File: config.mk
export PLATFORM = sky130hd
export DESIGN_NAME = bitser_tx
export DESIGN_NICKNAME = d
export VERILOG_FILES = /design/src/rtl/bitser_pkg.sv /design/src/rtl/par_gen16.sv /design/src/rtl/bitser_tx.sv
export SDC_FILE = /design/constraint.sdc
export NUM_CORES = 1
export LEC_CHECK = 0
export BUFFER_PORTS_ARGS = -buffer_cell sky130_fd_sc_hd__buf_2
export CAP_MARGIN = 40
export CORE_AREA = 2 2 67 50
export DETAILED_ROUTE_END_ITERATION = 6
export DIE_AREA = 0 0 69 52
export GPL_ROUTABILITY_DRIVEN = 1
export MAX_ROUTING_LAYER = met4
export PLACE_DENSITY = 0.72
export SLEW_MARGIN = 20
export SYNTH_ARGS = -nofsm -noshare
export SYNTH_HDL_FRONTEND = slang
export SYNTH_SLANG_ARGS = --single-unit
File: constraint.sdc
create_clock -name clk -period 3.76 [get_ports clk]
set_input_delay 0.752 -clock clk [delete_from_list [all_inputs] [get_ports clk]]
set_output_delay 0.752 -clock clk [all_outputs]
set_load 0.05 [all_outputs]
File: src/rtl/bitser_pkg.sv
// rtl/bitser_pkg.sv - shared word width and state encoding for the bit serializer
package bitser_pkg;

    localparam int WORD_W = 16;

    typedef enum logic [1:0] {
        IDLE   = 2'd0,
        SHIFT  = 2'd1,
        PARITY = 2'd2
    } state_t;

endpackage

File: src/rtl/par_gen16.sv
// rtl/par_gen16.sv - even parity (XOR reduce) of a 16-bit word
module par_gen16
    import bitser_pkg::*;
(
    input  logic [WORD_W-1:0] data,
    output logic              parity
);

    assign parity = ^data;

endmodule

File: src/rtl/bitser_tx.sv
// rtl/bitser_tx.sv - 16-bit parallel-to-serial transmitter with optional even-parity beat
module bitser_tx
    import bitser_pkg::*;
#(
    parameter bit PARITY_EN = 1'b1
) (
    input  logic              clk,
    input  logic              rst,
    input  logic [WORD_W-1:0] in_data,
    input  logic              in_valid,
    input  logic              lsb_first,
    output logic              in_ready,
    output logic              ser_out,
    output logic              ser_valid,
    input  logic              ser_ready,
    output logic              ser_sof,
    output logic              ser_eof
);

    state_t            state;
    state_t            state_nxt;
    logic [3:0]        cnt;
    logic [WORD_W-1:0] shreg;
    logic              lsb_q;
    logic              par_q;
    logic              par_in;
    logic              accept;
    logic              last_data;

    par_gen16 u_par_gen16 (
        .data   (in_data),
        .parity (par_in)
    );

    assign accept    = (state == IDLE) && in_valid;
    assign last_data = (cnt == 4'(WORD_W - 1));

    always_comb begin
        state_nxt = state;
        in_ready  = 1'b0;
        ser_valid = 1'b0;
        ser_out   = 1'b0;
        ser_sof   = 1'b0;
        ser_eof   = 1'b0;
        case (state)
            IDLE: begin
                in_ready = 1'b1;
                if (in_valid) begin
                    state_nxt = SHIFT;
                end
            end
            SHIFT: begin
                ser_valid = 1'b1;
                // The shift register moves toward the output end, so the beat is always at an edge bit.
                ser_out   = lsb_q ? shreg[0] : shreg[WORD_W-1];
                ser_sof   = (cnt == 4'd0);
                ser_eof   = !PARITY_EN && last_data;
                if (ser_ready && last_data) begin
                    state_nxt = PARITY_EN ? PARITY : IDLE;
                end
            end
            PARITY: begin
                ser_valid = 1'b1;
                ser_out   = par_q;
                ser_eof   = 1'b1;
                if (ser_ready) begin
                    state_nxt = IDLE;
                end
            end
            default: begin
                state_nxt = IDLE;
            end
        endcase
    end

    always_ff @(posedge clk) begin
        if (rst) begin
            state <= IDLE;
            cnt   <= 4'd0;
            shreg <= '0;
            lsb_q <= 1'b0;
            par_q <= 1'b0;
        end else begin
            state <= state_nxt;
            if (accept) begin
                shreg <= in_data;
                lsb_q <= lsb_first;
                par_q <= par_in;
                cnt   <= 4'd0;
            end else if (state == SHIFT && ser_ready) begin
                shreg <= lsb_q ? {1'b0, shreg[WORD_W-1:1]} : {shreg[WORD_W-2:0], 1'b0};
                cnt   <= last_data ? 4'd0 : cnt + 4'd1;
            end
        end
    end

endmodule

==> results of run 1 <==
state kept, by name (all words and copies together), names as in the netlist:
register and cells:
lsb_q 1, par_q 1, cnt 4, state 2
shreg 16
cell usage in the layout, fill, tap and decap left out, types with 4 or more instances in the layout:
cell type / synthesis / routed
sky130_fd_sc_hd__nor2_1: 6 / 6
sky130_fd_sc_hd__xnor2_1: 13 / 13
sky130_fd_sc_hd__ha_1: 7 / 7
sky130_fd_sc_hd__inv_1: 5 / 5
sky130_fd_sc_hd__dfxtp_1: 24 / 24
sky130_fd_sc_hd__buf_2: 5 / 25
sky130_fd_sc_hd__o211ai_1: 14 / 14
sky130_fd_sc_hd__mux2i_1: 17 / 17
sky130_fd_sc_hd__nor3_1: 4 / 4
sky130_fd_sc_hd__clkbuf_8: 0 / 4
sky130_fd_sc_hd__nand2_1: 38 / 38
sky130_fd_sc_hd__a21oi_1: 17 / 17
layout make-up:
class / count / area share (%)
clock buffers: 4 / 3.37
inverters: 5 / 1.15
multi-input cells: 135 / 54.6
flip-flops and latches: 24 / 29.4
well taps: 38 / 2.91
repair buffers: 27 / 8.57
final timing paths:
kind                                from  endpoint  depth (start not counted)
worst max-delay path               lsb_q   ser_out                          5
worst min-delay path            shreg[0]  shreg[0]                          2
worst max register to register  state[1]    cnt[3]                          7
worst min register to register  shreg[0]  shreg[0]                          2
layer usage:
metal,up-vias,share of wire [%],global-route usage [%]
li1,648,-,-
met1,570,49,21.7
met2,26,45,30.8
met5,-,0,-
met3,2,4.4,3.68
met4,0,0.92,5.56
logic make-up (layout without fill, tap and decap cells):
group	Yosys count	count (layout)	share of synthesized area [%]
and+or+nand+nor	55	55	15.7
AOI/OAI and AO/OA	39	39	17.9
DFF	24	24	33.3
muxes	18	18	12.6
xor gates and xnor gates	16	16	9.71
buffers and inverters	16	36	4.85
adders and majority gates	7	7	6.07
metrics by stage:
stage	instances	total power [uW]	instance area, um2
2_1_floorplan	175	814	1440
3_3_place_gp	229	894	1580
3_5_place_dp	229	914	1580
4_1_cts	233	1090	1640
5_1_grt	233	1170	1640
6_report	233	1080	1640
power by group through the flow:
stage          combinational [uW]  clock (uW)  sequential, uW
5_1_grt                       604         190             372
2_1_floorplan                 458           0             356
4_1_cts                       548         176             365
3_3_place_gp                  525           0             369
6_report                      543         171             366
3_5_place_dp                  544           0             370
worst min-delay path, delay by kind of cell (launching register included):
family / cells / cell delay [ps]
AO/OA/AOI/OAI: 1 / 70
AND/OR/NAND/NOR: 1 / 60
flip-flops: 1 / 330
==> results_tabular.tex, run 1 <==
\begin{tabular}{lr}
\hline
Metric & Value \\
\hline
\multicolumn{2}{l}{\textbf{Synth}} \\
Cell types with the largest area share after synthesis & sky130\_fd\_sc\_hd\_\_dfxtp\_1, sky130\_fd\_sc\_hd\_\_mux2i\_1, sky130\_fd\_sc\_hd\_\_nand2\_1, sky130\_fd\_sc\_hd\_\_xnor2\_1, sky130\_fd\_sc\_hd\_\_o211ai\_1 \\
Top-area cell type share of the netlist area & around a third \\
Cell variety after synth & 26 \\
Post-synthesis cell type with the largest combined area & sky130\_fd\_sc\_hd\_\_dfxtp\_1 \\
Mapped Cells & 175 \\
Most repeated cell in the gate-level netlist after synthesis & sky130\_fd\_sc\_hd\_\_nand2\_1 \\
Post-synth EDFFs & 0 \\
Sequential share of the synthesized area & 33.3\% \\
Synthesized area divided by synthesized cell count & 8.25 um2 \\
Post-synthesis net count & 203 \\
Most frequent cells after synthesis & sky130\_fd\_sc\_hd\_\_nand2\_1, sky130\_fd\_sc\_hd\_\_dfxtp\_1, sky130\_fd\_sc\_hd\_\_a21oi\_1, sky130\_fd\_sc\_hd\_\_mux2i\_1, sky130\_fd\_sc\_hd\_\_o211ai\_1 \\
Async SR Flop Fraction & 0\% \\
Yosys warning count & 0 \\
Number of synthesized register bits & 24 \\
Area of the mapped netlist & 1440 um2 \\
Ys flop type & sky130\_fd\_sc\_hd\_\_dfxtp\_1 \\
\multicolumn{2}{l}{\textbf{Clocking}} \\
Clock buffer depth & 2 \\
Reg clk slew, reported paths & 80 ps \\
Number of buffers added to fix hold violations after cts & 0 \\
Root buf cell & sky130\_fd\_sc\_hd\_\_clkbuf\_8 \\
Clock network latency to the later pin of the worst-skew pair & 260 ps \\
TritonCTS buffer count & 3 \\
H-Tree Level Count & 1 \\
Post CTS Setup Buffer Count & 0 \\
Sink Count & 24 \\
TritonCTS clock tree & yes \\
Number of gates resized after cts & 0 \\
\multicolumn{2}{l}{\textbf{GRT}} \\
Antenna violations before repair & 0 \\
Via count of the first global-routing pass & 1148 \\
Congestion Overflow GR & 0 \\
Global-route usage over all layers & between 15 and 20\% \\
Wire length of the first global-routing pass & 4970 um \\
Largest net degree at the start of global routing & 35 \\
\multicolumn{2}{l}{\textbf{Worst setup path}} \\
Startpoint-to-endpoint class of the critical path & reg2out \\
Critical path data required time & 3010 ps \\
CP max FO & 18 \\
Slowest cell on the critical path & sky130\_fd\_sc\_hd\_\_mux2\_2 \\
Max incr delay on CP & 380 ps \\
Arrival time at the worst endpoint & around 1700 ps \\
CP endpoint kind & output port \\
Kind of cell adding the most delay to the critical path & buffers and inverters \\
Critical Path, Cell by Cell & buf\_4 -> mux2\_2 -> a22oi\_1 -> nor2b\_1 -> buf\_2 \\
Worst R2R Setup Slack & 1950 ps \\
Kind of start point of the critical path & flop \\
CP Buf/Inv Count & 2 \\
\multicolumn{2}{l}{\textbf{Final layout}} \\
Ratio of cells with drive above 1 in the final layout & 16.9\% \\
\# diodes & 0 \\
Filler instances & between 200 and 300 \\
Area growth from synthesis to final layout & 13.3\% \\
FF/Latch Area & 480 um2 \\
Final Util & 54.9\% \\
Final-stage net count & about 220 \\
Area taken by multi-input logic gates & just under 900 um2 \\
\multicolumn{2}{l}{\textbf{Hold path}} \\
Hold WC Path Type & reg2reg \\
\multicolumn{2}{l}{\textbf{STA}} \\
Final number of setup-violating endpoints & 0 \\
Fin Clk Skew & 2.74 ps \\
Relative slew slack & about half \\
Accumulated negative setup slack & 0 ps \\
Final Slew Violations & 0 \\
Post-layout worst setup margin & approximately 1300 ps \\
Count of endpoints failing hold in the final timing report & 0 \\
Setup repair after global routing missed its margin & no \\
Worst hold margin & about 500 ps \\
Final period utilization & between 60\% and 70\% \\
Worst-margin pin slew & between 700 and 800 ps \\
Fmax & 414 MHz \\
Shortest period the worst path allows & 2410 ps \\
\multicolumn{2}{l}{\textbf{Die}} \\
Ports placed on the boundary & 26 \\
Area enclosed by the die boundary & $\sim$3600 um2 \\
Die width & 69 um \\
Die boundary height & 52 um \\
Num rows & 17 \\
Core ar. & 2980 um2 \\
Starting density of the core & 48.5\% \\
\multicolumn{2}{l}{\textbf{Power and ir drop}} \\
Proportion of power drawn by the clock network & 15.8\% \\
Leakage power & approximately 0.0006 uW \\
Reg power frac & 33.9\% \\
Internal Power & 607 uW \\
Peak supply drop & 0.351 mV \\
Switch share & a little over two fifths \\
Net Switching & 473 uW \\
PwrDens & around 660 nW/um2 \\
Part of the total power dissipated in combinational logic & 50.3\% \\
\multicolumn{2}{l}{\textbf{Run status}} \\
Outcome & complete, no violations \\
\multicolumn{2}{l}{\textbf{Detailed routing}} \\
Via count & around 1200 \\
Average via count per standard cell & 5.35 \\
Starting DRC count in detailed routing & 67 \\
Routed length per placed instance & 12.6 um \\
1st-pass router iterations & 4 \\
Residual DRC & 0 \\
Number of nets with antenna violations after detailed routing & 0 \\
Total length of routed wires & $\sim$3000 um \\
\multicolumn{2}{l}{\textbf{Placement}} \\
Port Buf Inserts & 25 \\
Gp weighted congestion & 0.757 \\
HPWL reported at the end of detailed placement & 2100 um \\
Post-place setup slack & around 1600 ps \\
\multicolumn{2}{l}{\textbf{Run}} \\
Max\_cap viols & 0 \\
\hline
\end{tabular}
Note: power is estimated with default switching activity, not from simulation.
==> run 2: changes to the inputs <==
Clock period 3.76 ns to 2.5 ns, I/O delays scaled along.
==> run 2 against run 1 <==
  * Die area is the same
  * Register-to-register slack lost 1400 ps
  * Wire length grew 2.9%
  * Critical path type unchanged
==> results_tabular.tex, run 2 (synthesis results as in run 1) <==
\begin{tabular}{lr}
\hline
Metric & Value \\
\hline
\multicolumn{2}{l}{\textbf{STA}} \\
Fmax & 500 MHz \\
Final period utilization & 79.9\% \\
Worst-margin pin slew & 771 ps (was 752 ps) \\
Final Slew Violations & 0 (unchanged) \\
Shortest period the worst path allows & between 1500 and 2000 ps \\
Relative slew slack & 48.6\% (was 49.9\%) \\
Accumulated negative setup slack & 0 ps (unchanged) \\
Setup repair after global routing missed its margin & no (unchanged) \\
Fin Clk Skew & 4.74 ps (was 2.74 ps) \\
Final number of setup-violating endpoints & 0 (unchanged) \\
Post-layout worst setup margin & 501 ps (was 1350 ps) \\
Count of endpoints failing hold in the final timing report & 0 (unchanged) \\
\multicolumn{2}{l}{\textbf{Clocking}} \\
Root buf cell & sky130\_fd\_sc\_hd\_\_clkbuf\_8 (unchanged) \\
TritonCTS buffer count & 3 (unchanged) \\
TritonCTS clock tree & yes (unchanged) \\
Clock network latency to the later pin of the worst-skew pair & 270 ps (was 260 ps) \\
Sink Count & 24 (unchanged) \\
Number of buffers added to fix hold violations after cts & 0 (unchanged) \\
H-Tree Level Count & 1 (unchanged) \\
Reg clk slew, reported paths & 80 ps (about the same) \\
Post CTS Setup Buffer Count & 0 (unchanged) \\
Number of gates resized after cts & 0 (unchanged) \\
Clock buffer depth & 2 (unchanged) \\
\multicolumn{2}{l}{\textbf{GRT}} \\
Antenna violations before repair & 0 (unchanged) \\
Global-route usage over all layers & 18.6\% (was 18.0\%) \\
Congestion Overflow GR & 0 (unchanged) \\
Wire length of the first global-routing pass & 5270 um (was 4970 um) \\
Via count of the first global-routing pass & 1206 (was 1148) \\
Largest net degree at the start of global routing & 25 (was 35) \\
\multicolumn{2}{l}{\textbf{Run status}} \\
Outcome & complete, no violations (unchanged) \\
\multicolumn{2}{l}{\textbf{Final layout}} \\
Area growth from synthesis to final layout & 13.3\% (unchanged) \\
Most common cell after layout, fill and taps aside & sky130\_fd\_sc\_hd\_\_nand2\_1 (unchanged) \\
Final Util & 54.9\% (unchanged) \\
Leading cell types in the layout, fill and taps excluded & sky130\_fd\_sc\_hd\_\_nand2\_1, sky130\_fd\_sc\_hd\_\_buf\_2, sky130\_fd\_sc\_hd\_\_dfxtp\_1 (unchanged) \\
Non-Filler Instances & 233 (unchanged) \\
Final-stage net count & 224 (unchanged) \\
Registers with the most flip-flops & shreg (16), cnt (4), state (2) (unchanged) \\
Most flops, register & shreg (unchanged) \\
Max reg flops & 16 (unchanged) \\
\# diodes & 0 (unchanged) \\
Ratio of cells with drive above 1 in the final layout & 16.9\% (unchanged) \\
\multicolumn{2}{l}{\textbf{Die}} \\
Num rows & 17 (unchanged) \\
Ports placed on the boundary & 26 (unchanged) \\
Die boundary height & 52 um (unchanged) \\
Core ar. & 2980 um2 (unchanged) \\
Die width & 69 um (unchanged) \\
Area enclosed by the die boundary & 3590 um2 (unchanged) \\
Starting density of the core & 48.5\% (unchanged) \\
\multicolumn{2}{l}{\textbf{Detailed routing}} \\
Average via count per standard cell & 5.39 (was 5.35) \\
Routed length per placed instance & 13.0 um (was 12.6 um) \\
Starting DRC count in detailed routing & 66 (was 67) \\
Number of nets with antenna violations after detailed routing & 0 (unchanged) \\
Via count & 1255 (was 1246) \\
1st-pass router iterations & 4 (unchanged) \\
Residual DRC & 0 (unchanged) \\
Total length of routed wires & 3030 um (was 2940 um) \\
\multicolumn{2}{l}{\textbf{Hold path}} \\
Hold WC Path Type & in2reg (was reg2reg) \\
\multicolumn{2}{l}{\textbf{Worst setup path}} \\
Critical path data required time & 2000 ps (was 3010 ps) \\
CP max FO & 6 (was 18) \\
Startpoint-to-endpoint class of the critical path & reg2out (unchanged) \\
CP endpoint kind & output port (unchanged) \\
Arrival time at the worst endpoint & 1500 ps (was 1660 ps) \\
Kind of start point of the critical path & flop (unchanged) \\
\multicolumn{2}{l}{\textbf{Run}} \\
Max\_cap viols & 0 (unchanged) \\
\multicolumn{2}{l}{\textbf{Power and ir drop}} \\
Peak supply drop & 0.636 mV (was 0.351 mV) \\
PwrDens & 1000 nW/um2 (was 661 nW/um2) \\
Leakage power & 0.000602 uW (unchanged) \\
\multicolumn{2}{l}{\textbf{Placement}} \\
Gp weighted congestion & 0.794 (was 0.757) \\
Post-place setup slack & 550 ps (was 1640 ps) \\
Placed Cells incl. Taps & 229 (unchanged) \\
HPWL reported at the end of detailed placement & 2160 um (was 2100 um) \\
Port Buf Inserts & 25 (unchanged) \\
\hline
\end{tabular}
==> run 2: cell counts in the layout (fill, tap and decap cells not counted) <==
Identical to the previous run, type by type.
==> run 2: area by class of cell <==
type | instances | area [um2]
multi-input cells | 135 | 893
clock buffers | 4 | 55.1
fillers | 295 | 1340
well taps | 38 | 47.5
repair buffers | 27 | 140
flip-flops and latches | 24 | 480
inverters | 5 | 18.8
==> run 2: path summary, 6_finish.rpt <==
kind / slack [ps] / cells past startpoint / to / startpoint
hold reg to reg: 500 / 2 / shreg[0] / shreg[0]
setup / recovery: 500 / 5 / ser_sof / state[1]
setup reg to reg: 520 / 7 / shreg[11] / state[1]
hold / removal: 480 / 3 / lsb_q / lsb_first
==> run 2: report_power, final <==
| group | total (uW) | internal, uW | switching, uW |
|---|---|---|---|
| registers | 554 | 477 | 77.3 |
| clock network | 263 | 141 | 122 |
| logic | 820 | 297 | 523 |
==> run 2: per-layer routing <==
metal	GRT usage, %	vias to the layer above	share of wire [%]
met5	-	-	0
met4	4.25	0	0.56
met1	21.9	576	46
li1	-	643	-
met2	33.3	34	47
met3	3.88	2	5.6
==> run 2: through the flow <==
stage	power [uW]	hold slack [ps]	instance area [um2]
6_report	1640	479	1640
5_1_grt	1770	480	1640
4_1_cts	1640	473	1640
3_5_place_dp	1380	491	1580
3_3_place_gp	1350	487	1580
2_1_floorplan	1220	459	1440
==> run 2: critical path: stages, from the launching register on <==
cell and delay [ps]:
sky130_fd_sc_hd__dfxtp_1 330, sky130_fd_sc_hd__inv_1 120, sky130_fd_sc_hd__ha_1 280, sky130_fd_sc_hd__nand2_1 80
sky130_fd_sc_hd__nor3_1 130, sky130_fd_sc_hd__buf_2 290
